[config.mk]
export PLATFORM = sky130hd
export DESIGN_NAME = svn_capture
export DESIGN_NICKNAME = d
export VERILOG_FILES = /design/src/rtl/svn_capture.sv
export SDC_FILE = /design/constraint.sdc
export NUM_CORES = 1
export LEC_CHECK = 0
export CAP_MARGIN = 10
export CORE_MARGIN = 5
export CORE_UTILIZATION = 50
export CTS_BUF_LIST = sky130_fd_sc_hd__clkbuf_4
export CTS_CLUSTER_DIAMETER = 60
export DETAILED_ROUTE_END_ITERATION = 6
export GPL_ROUTABILITY_DRIVEN = 0
export HOLD_SLACK_MARGIN = 0.03
export MAX_ROUTING_LAYER = met4
export PLACE_DENSITY = 0.75
export SYNTH_ARGS = -nofsm -noshare
export SYNTH_HDL_FRONTEND = slang
export SYNTH_SLANG_ARGS = --single-unit
[constraint.sdc]
create_clock -name clk -period 2.8 [get_ports clk]
set_input_delay 0.56 -clock clk [delete_from_list [all_inputs] [get_ports clk]]
set_output_delay 0.56 -clock clk [all_outputs]
set_load 0.01 [all_outputs]
[src/rtl/svn_capture.sv]
// svn_capture: recovers the hex value shown on a multiplexed 8-digit,
// 7-segment display by watching its active-low anode and cathode lines.
// Each {an,seg} pattern must stay stable for SETTLE cycles before it is
// captured once. A capture decodes the segments into the selected digit.
module svn_capture #(
  parameter int SETTLE = 4
) (
  input  logic        clk,
  input  logic        rst_n,
  input  logic [7:0]  an,
  input  logic [6:0]  seg,
  input  logic        clr,
  output logic [31:0] digits,
  output logic [7:0]  dvalid,
  output logic        frame_done,
  output logic        seg_err,
  output logic        an_err
);

  localparam logic [14:0] IDLE   = {8'hFF, 7'h7F};
  localparam logic [7:0]  CAP_AT = 8'(SETTLE - 1);
  localparam logic [7:0]  SAT    = 8'(SETTLE);

  logic [14:0] in_q;
  logic [14:0] in_qq;
  logic [7:0]  cnt;
  logic [7:0]  seen;

  logic [7:0]  sel;
  logic [6:0]  q_seg;
  logic        capture;
  logic        multi_low;
  logic        one_low;
  logic        cap_one;
  logic        cap_multi;
  logic [3:0]  dec;
  logic        dec_ok;
  logic [7:0]  seen_set;
  logic        frame_hit;
  logic [31:0] digits_next;
  logic [7:0]  dvalid_next;

  // Sample the pins, keep the previous sample, and count the dwell time.
  always_ff @(posedge clk) begin
    if (!rst_n) begin
      in_q  <= IDLE;
      in_qq <= IDLE;
      cnt   <= 8'd0;
    end else begin
      in_q  <= {an, seg};
      in_qq <= in_q;
      if (in_q != in_qq) begin
        cnt <= 8'd0;
      end else if (cnt != SAT) begin
        cnt <= cnt + 8'd1;
      end
    end
  end

  // Anode lines are active-low, so invert them to get a select mask.
  assign sel       = ~in_q[14:7];
  assign q_seg     = in_q[6:0];
  // cnt saturates at SETTLE, so it only passes SETTLE-1 once per dwell.
  assign capture   = (cnt == CAP_AT) && (in_q == in_qq);
  assign multi_low = (sel & (sel - 8'd1)) != 8'd0;
  assign one_low   = (sel != 8'd0) && !multi_low;
  // clr overrides a capture in the same cycle, including its pulses.
  assign cap_one   = capture && one_low && !clr;
  assign cap_multi = capture && multi_low && !clr;

  // Decode the active-low segment pattern {CA..CG} into a hex nibble.
  always_comb begin
    dec    = 4'h0;
    dec_ok = 1'b1;
    case (q_seg)
      7'b0000001: dec = 4'h0;
      7'b1001111: dec = 4'h1;
      7'b0010010: dec = 4'h2;
      7'b0000110: dec = 4'h3;
      7'b1001100: dec = 4'h4;
      7'b0100100: dec = 4'h5;
      7'b0100000: dec = 4'h6;
      7'b0001111: dec = 4'h7;
      7'b0000000: dec = 4'h8;
      7'b0000100: dec = 4'h9;
      7'b1110010: dec = 4'hA;
      7'b1100110: dec = 4'hB;
      7'b1011100: dec = 4'hC;
      7'b0110100: dec = 4'hD;
      7'b1100000: dec = 4'hE;
      7'b1111111: dec = 4'hF;
      default:    dec_ok = 1'b0;
    endcase
  end

  // A digit counts as seen even when its pattern was undecodable.
  assign seen_set  = seen | (cap_one ? sel : 8'h00);
  assign frame_hit = cap_one && (seen_set == 8'hFF);

  // Per-digit next values: only the single selected digit changes, and a
  // bad pattern keeps the old nibble but drops its valid flag.
  genvar gi;
  generate
    for (gi = 0; gi < 8; gi++) begin : g_digit
      assign digits_next[4*gi +: 4] = (cap_one && sel[gi] && dec_ok) ? dec
                                                                    : digits[4*gi +: 4];
      assign dvalid_next[gi]        = (cap_one && sel[gi]) ? dec_ok : dvalid[gi];
    end
  endgenerate

  // Captured data, frame tracking and the one-cycle event pulses.
  always_ff @(posedge clk) begin
    if (!rst_n) begin
      digits     <= 32'd0;
      dvalid     <= 8'd0;
      seen       <= 8'd0;
      frame_done <= 1'b0;
      seg_err    <= 1'b0;
      an_err     <= 1'b0;
    end else if (clr) begin
      digits     <= 32'd0;
      dvalid     <= 8'd0;
      seen       <= 8'd0;
      frame_done <= 1'b0;
      seg_err    <= 1'b0;
      an_err     <= 1'b0;
    end else begin
      digits     <= digits_next;
      dvalid     <= dvalid_next;
      seen       <= frame_hit ? 8'd0 : seen_set;
      frame_done <= frame_hit;
      seg_err    <= cap_one && !dec_ok;
      an_err     <= cap_multi;
    end
  end

endmodule

# Yosys cells after proc, flatten, opt, wreduce, memory -nomap -nowiden
# Cells that the tools add are included.
[op_classes]
add_sub_neg = 2
eq_ne = 20
mux = 3
n_bitwise = 4
n_reduce_logical = 34
[op_table]
columns = ["operator", "n"]
rows = [
  ["$pmux W4 S15", 1],
  ["$eq A7 B7 Y1 const B", 7],
  ["$logic_and A1 B1 Y1", 24],
  ["$eq A7 B6 Y1 const B", 3],
  ["$reduce_bool A8 Y1", 2],
  ["$reduce_or A16 Y1", 1],
  ["$eq A15 B15 Y1", 1],
  ["$ne A15 B15 Y1", 1],
  ["$eq A7 B3 Y1 const B", 2],
  ["$add A8 B1 Y8 const B", 1],
  ["$and A8 B8 Y8", 1],
  ["$eq A8 B2 Y1 const B", 1],
  ["$eq A8 B8 Y1 const B", 1],
  ["$mux W8", 1],
  ["$ne A8 B3 Y1 const B", 1],
  ["$not A8 Y8", 1],
  ["$or A8 B8 Y8", 1],
  ["$sub A8 B1 Y8 const B", 1],
  ["$eq A7 B1 Y1 const B", 1],
  ["$eq A7 B4 Y1 const B", 1],
  ["$eq A7 B5 Y1 const B", 1],
  ["$logic_not A7 Y1", 1],
  ["$reduce_or A2 Y1", 2],
  ["$logic_not A1 Y1", 3],
  ["other kinds (3)", 3],
]
[totals]
ff_bits = 89
in_bits = 18
output_inout_bits = 43
wordCells = 86

# Logic depth before layout (Yosys ltp)
[logic_depth]
ltp_word = 13
ltp_mapped = 12
mapped_depth_nobuf = 9

# Worst setup path after synthesis
# Ideal clock, no wire load.
[synth_path]
kind = "reg2reg"
from = "register in_q[4]"
to = "register digits[4]"
setup_ns = 0.116
arrival_time_ns = 2.303
required_time_ns = 2.684
setup_slack_ns = 0.382
path_stages_with_launch = 10
path_buffers = 3
period_less_slack_ns = 2.418
cell_sequence = "dfxtp_1 > buf_6 > xor2_2 > nor4_4 > nand2_2 > or4_4 > buf_6 > or3_1 > buf_2 > a31o_1"
[synth_between]
elab_chain_len = 6
word_cells_on_any_way = 25
cone_classes = "eq/ne (16); mux (2); reduce/logical (7)"
[synth_rtl]
columns = ["element", "line", "text"]
rows = [
  ["from (decl)", "24", "logic [14:0] in_q;"],
  ["from (signal assigned)", "50", "in_q <= {an, seg};"],
  ["parallel branches: the longest is 6 deep, another holds $reduce_or A16 Y1", "--", ""],
  ["to (signal assigned)", "128", "digits <= digits_next;"],
  ["to (decl)", "13", "output logic [31:0] digits,"],
]
# Several ways; the timed one is not identified.
# A chain may end at the register's enable or synchronous reset.

# Worst setup path after layout
[layout_path]
from = "register in_q[7]"
to = "register seen[3]"
[layout_between]
elab_chain_len = 13
word_cells_on_any_way = 16
cone_classes = "add/sub (1); eq/ne (2); mux (1); bitwise (3); reduce/logical (9)"
[layout_rtl]
columns = ["element", "line", "text"]
rows = [
  ["$not A8 Y8", "61", "assign sel = ~in_q[14:7];"],
  ["$sub A8 B1 Y8", "65", "assign multi_low = (sel & (sel - 8'd1)) != 8'd0;"],
  ["$and A8 B8 Y8", "65", ""],
  ["$reduce_bool A8 Y1", "65", ""],
  ["$logic_not A1 Y1", "66", "assign one_low = (sel != 8'd0) && !multi_low;"],
  ["$logic_and A1 B1 Y1", "66", ""],
  ["$logic_and A1 B1 Y1 (2 in series)", "68", "assign cap_one = capture && one_low && !clr;"],
  ["$mux W8", "97", "assign seen_set = seen | (cap_one ? sel : 8'h00);"],
  ["$or A8 B8 Y8", "97", ""],
  ["$eq A8 B8 Y1", "98", "assign frame_hit = cap_one && (seen_set == 8'hFF);"],
  ["$logic_and A1 B1 Y1", "98", ""],
  ["$reduce_or A3 Y1 (no line)", "--", ""],
  ["to (signal assigned)", "130", "seen <= frame_hit ? 8'd0 : seen_set;"],
  ["to (decl)", "27", "logic [7:0] seen;"],
]
# Several ways; a longest one is shown, not always the timed one.

==> flow_metrics.py <==
metrics = {
    "cts": {
        "htreeDepth": 3,
        "cts.sinks": 89,
        "holdBufCountCts": 0,
        "cts_buffers": 9,
        "cts_setup_buffers": 0,
        "clkLatencyLatePin_ps": 430,
        "cts_tree": "built",
        "clk_pin_slew_worst_paths_ps": 140,
        "cts_buffer_depth": 2,
        "root_buffer": "clkbuf_4",
    },
    "timing": {
        "final-hold-violation-count": 0,
        "tightest_slew_ps": 665.3,
        "fmaxAchievable_mhz": 387.0,
        "worst_slack_ps": 216.3,
        "setup_viol": 0,
        "slew_viol_final": 0,
        "skew_ps": 12.60,
        "setup_tns_ps": 0,
        "period_share_pct": 92.28,
        "relSlewSlack_pct": 55.35,
        "rsz0062_at_grt": "no",
        "period_needed_ps": 2584,
    },
    "yosys": {
        "yosysWarnings": 0,
        "async_flop_share_pct": 0,
        "synth_area_per_cell_sq_um": 8.989,
        "synthAdderAreaFrac_pct": 1.202,
        "synthFlopType": "dfxtp_1",
        "synthTopCellsByArea": "dfxtp_1 (48%), nand2b_1 (4.8%), nand3_1 (4.8%), xnor2_1 (3.7%), o21ai_1 (3.1%)",
        "synth.distinct_cells": 59,
        "synth-edff-count": 0,
        "synth_compound_area_share_pct": 13.45,
        "synth-simple-area-share_pct": 26.10,
        "muxShareOfSynthArea_pct": 0,
        "ys_seq_area_share_pct": 47.53,
        "netlist_area_sq_um": 3749,
        "synthXorXnorAreaFrac_pct": 6.041,
        "ys_ff_latch": 89,
        "synth_top_area_share_pct": 47.53,
        "syn-num-nets": 437,
        "synth_top_family_by_area": "simple AND/OR/NAND/NOR gates",
        "yosysTopAreaCell": "dfxtp_1",
        "synth_cells": 417,
    },
    "global_route": {
        "overflow": 0,
        "grt_antenna_before_repair": 0,
        "grt_pass1_wl_microns": 14020,
        "grt_usage_pct": 19.88,
        "grt_pass1_vias": 2982,
        "grt_max_degree": 27,
    },
    "drt": {
        "via_per_inst": 5.441,
        "vias": 3156,
        "drt_first_pass_iters": 4,
        "detail-route-antenna-nets": 0,
        "drcViolationCount": 0,
        "wl_per_cell_microns": 14.49,
        "drt_iter0_drc": 173,
        "wirelength_microns": 8406,
    },
    "job": {
        "drv_cap": 0,
    },
    "setup_path": {
        "setup.worst_path.end_class": "register",
        "crit_arrival_ps": 2910,
        "worstPathRequired_ps": 3120,
        "path_max_fanout": 7,
        "start_kind": "register",
        "path_class": "reg -> reg",
    },
    "pwr": {
        "total_power_mw": 2.144,
        "powerDensity_nw_per_um2": 465.7,
        "peakVddDrop_mv": 0.3670,
        "leakage_nw": 1.602,
    },
    "placed_design": {
        "place_ws_ps": 152.2,
        "portBuffers": 60,
        "place_inst": 564,
        "hpwl_microns": 6409,
    },
    "finish": {
        "regArea_sq_um": 1784,
        "multi_input_area_sq_um": 1757,
        "diodes": 0,
        "drive_above_1_share_pct": 10.81,
        "fin_nets": 496,
        "synthToLayoutAreaGrowth_pct": 22.83,
        "final_cells": 580,
        "n_fill_cell": 660,
    },
    "floorplan": {
        "start_util_pct": 51.41,
        "die_x_microns": 96.59,
        "core_area_sq_um": 7292,
        "dieHeight_microns": 96.59,
        "ioPinCount": 61,
        "num_rows": 31,
        "die_area_sq_um": 9329,
    },
    "min_path": {
        "hp-class": "reg -> reg",
    },
    "status": {
        "outcome": "finished, final reports clean",
    },
}
## repair_timing
item,CTS,global route
hold endpoints to repair,0,0
setup endpoints to repair,0,5
gates resized for setup,0,2
## logic make-up (layout without fill, tap and decap cells)
| family | after synthesis | in the layout |
|---|---|---|
| AOI/OAI and AO/OA | 83 | 83 |
| xor gates and xnor gates | 25 | 25 |
| adders and majority gates | 4 | 4 |
| buffers and inverters | 45 | 109 |
| DFF | 89 | 89 |
| and+or+nand+nor | 171 | 171 |
## final timing paths
kind	start	end	slack (ps)	cells after the start
worst max-delay path	in_q[7]$_SDFF_PN1_	seen[3]$_SDFF_PP0_	220	8
worst min-delay path	digits[23]$_SDFFE_PP0P_	digits[23]$_SDFFE_PP0P_	470	2
worst max register to register	in_q[7]$_SDFF_PN1_	seen[3]$_SDFF_PP0_	220	8
worst min register to register	digits[23]$_SDFFE_PP0P_	digits[23]$_SDFFE_PP0P_	470	2
## layer usage
metal | vias to the layer above | global-route usage, % | part of all wire, %
li1 | 1571 | - | -
met1 | 1463 | 24.17 | 44
met2 | 109 | 33.16 | 49
met3 | 13 | 3.176 | 5.7
met4 | 0 | 7.710 | 1.7
met5 | - | - | 0
## worst max-delay path: stages (launching register included)
cell     delay [ps]
dfxtp_1         520
xnor2_1         160
nand4_1         100
nor2_1          290
nand2_2         110
or4_1           620
and4b_1         310
and3_1          290
nor2_1           90
## registers in the layout (all words and copies together), names as in the netlist
| signal | count |
|---|---|
| in_q | 15 |
| digits | 32 |
| seen | 8 |
| seg_err | 1 |
| dvalid | 8 |
| cnt | 8 |
| in_qq | 15 |
| an_err | 1 |
| frame_done | 1 |
## synthesized netlist by cell type, drive strengths merged, types with 3 or more instances
cell type and count:
and3 5, dfxtp 89, buf 22, a31o 7
clkbuf 14, nor2b 4, nor3 10, a21oi 18
nor4 6, nand3 37, nand2 18, o21ai 37
xnor2 16, xor2 9, or3 12, inv 9
nand2b 29, nor2 27, nor3b 3, nand4 5
## report_power, final
group / total (mW) / switching [mW] / internal [mW] / leakage (nW)
combinational: 0.190 / 0.102 / 0.0881 / 0.815
sequential: 1.31 / 0.0179 / 1.29 / 0.724
clock: 0.649 / 0.445 / 0.204 / 0.0640
total: 2.14 / 0.565 / 1.58 / 1.60
## cell usage in the layout, fill, tap and decap left out, types with 3 or more instances in the layout
cell,count
dfxtp_1,87
clkdlybuf4s50_1,60
nand3_1,36
nand2b_1,29
nor2_1,27
buf_4,24
o21ai_1,23
a21oi_1,18
nand2_1,17
xnor2_1,16
o21ai_0,14
or3_1,12
clkbuf_4,10
inv_1,9
nor3_1,9
xor2_1,8
a31o_1,6
nand4_1,5
nor4_1,5
and3_1,5
nor3b_1,3
nor2b_1,3
inv_6,3
## per-stage QoR
stage | utilization, % | instance area (sq um) | hold slack [ps]
6_report | 63.14 | 4604 | 472.8
5_1_grt | 63.14 | 4604 | 494.1
4_1_cts | 63.11 | 4602 | 475.7
3_5_place_dp | 61.39 | 4477 | 457.2
3_3_place_gp | 61.39 | 4477 | 447.8
2_1_floorplan | - | 3749 | 437.5
## final cells by class
type	instances	area share, %
Clock buffer	10	1.630
Clock inverter	6	1.087
Inverter	9	0.7337
Multi-Input combinational cell	283	38.15
Sequential cell	89	38.75
Tap cell	99	2.690
Timing Repair Buffer	84	16.96
Power figures use the tool's default switching activity.
==> RTL change, RTL diff (config.mk and constraints unchanged) <==
Add an input register stage for `an`; this delays it by one clock. The other inputs are not delayed to match. Comments in the files are not updated.
--- a/src/rtl/svn_capture.sv
+++ b/src/rtl/svn_capture.sv
@@ -22,2 +22,8 @@
   localparam logic [7:0]  SAT    = 8'(SETTLE);
+
+  logic [7:0] an_q;
+
+  always_ff @(posedge clk) begin
+    an_q <= an;
+  end
 
@@ -49,3 +55,3 @@
     end else begin
-      in_q  <= {an, seg};
+      in_q  <= {an_q, seg};
       in_qq <= in_q;
Check against the original RTL: not equivalent (a bounded check fails within 10 cycles, from zero or initial values and one cycle with rst_n low).
==> RTL change against the original RTL <==
Highest routed layer unchanged. Sequential share of layout area is 1.8 points higher. Combinational power decreased by 3%. Sequential cell count up 8. Critical path depth is 1 higher. Wire length is 1.0% higher. Maximum frequency is 4.6% lower. Total power up 8.4%. Synthesized area up 1.9%. Setup slack got worse by 0.13 ns. Cell area up 4.2%. Non-clock buffer count increased by 3.
==> RTL change: results (changes against the original RTL) <==
[run_status]
status=finished, final reports clean

[placed_design]
dp_hpwl_mm=6.28  ; -2.0%
post-place-cells=575  ; +2.0%
placed_area_um2=4620  ; +3.2%
place_ws_ns=-0.107  ; -0.260 ns

[critical_path]
r2r-start=cnt[0]
crit_slowest_cell=or4b_4
cp_max_fo=8  ; +1
setup.worst_path.end=seen[6]
r2r_setup_slack_ns=0.09  ; -0.13 ns
crit_path_max_incr_delay_ns=0.47  ; -0.15 ns

[global_route]
grt_pass1_vias=3041  ; +2.0%
grt_pass1_wl_mm=14.1  ; +0.64%
grt_util_all_layers_pct=18.5  ; -1.4 points
use_met2_pct=30.3  ; -2.8 points
grt_max_degree=33  ; +22%
grtUsageMet1_pct=21.8  ; -2.4 points

[worst_hold_path]
whs_endpoint=in_q[11]
min_from=an_q[4]
hold_path_depth=1  ; -1

[power_and_ir_drop]
intPower_mw=1.77  ; +12%
p_leak_nw=1.73  ; +7.7%
ir_worst_vdd_mv=0.339  ; -7.5%
power_combinational_mw=0.184  ; -3%
pwr-share-comb_pct=7.9  ; -1.0 points

[synthesis]
yosysWarnings=0  ; unchanged
seq_area_frac_synth_pct=50.8  ; +3.3 points
ys_top_cells_by_area=dfxtp_1, nand3_1, nand2b_1
synth_top_area_share_pct=50.8  ; +3.3 points
async_flop_share_pct=0  ; unchanged
syn_avg_cell_area_um2=9.05  ; +0.73%
yosys.cell_types.count=46  ; -22%
synth_nets=442  ; +1.1%
synth_common_cells=dfxtp_1, nand3_1, o21ai_1

[detailed_routing]
dr.pass1.iters=6  ; +2
drt_iter0_drc=193  ; +12%
wl_per_cell_um=14.3  ; -1.0%
wl_met1_mm=3.72  ; +1.4%
vias=3210  ; +1.7%
dr_wl_met3_um=509  ; +6.9%
wl_met2_mm=4.07  ; -1.2%

[layout]
fillCellCount=623  ; -5.6%
final_nets=508  ; +2.4%
drive_gt1_share_pct=11.0  ; +0.14 points
instances_no_fill=592  ; +2.1%

[timing]
whs_ns=0.423  ; -0.0499 ns
clock_skew_ns=0.0123  ; -0.000309 ns
setup_slack_ns=0.0912  ; -0.125 ns
worst_slew_pin_slew_ns=1.05  ; +0.382 ns

[clocking]
cts_root_buffer=clkbuf_4

==> RTL change: changes by cell type after synthesis, moves of 8 or more <==
cell | unedited run | this run
dfxtp_1 | 89 | 97
clkbuf_1 | 14 | 27
buf_2 | 14 | 1
xor2_1 | 8 | 18
o21ai_1 | 23 | 39
o21ai_0 | 14 | 6
xnor2_1 | 16 | 5
==> RTL change: cell type report <==
class	instances	area share (%)
flip-flops and latches	97	40.5
inverters	4	0.313
well taps	99	2.58
multi-input cells	289	37.1
repair buffers	87	16.7
clock inverters	6	1.20
clock buffers	10	1.56
==> RTL change: logic make-up after synthesis <==
kind of cell	Yosys count	synth area share [%]
xor+xnor	23	5.27
compound gates	90	13.9
buf+inv	36	3.57
mux	1	0.295
fa+ha+maj	3	0.917
flops	97	50.8
simple gates	172	25.2
==> RTL change: timing repair <==
action / 4_1_cts / 5_1_grt
endpoints found under the setup margin: 1 / 10
cloned: 0 / 0
pin swaps: 0 / 1
resized for setup: 1 / 7
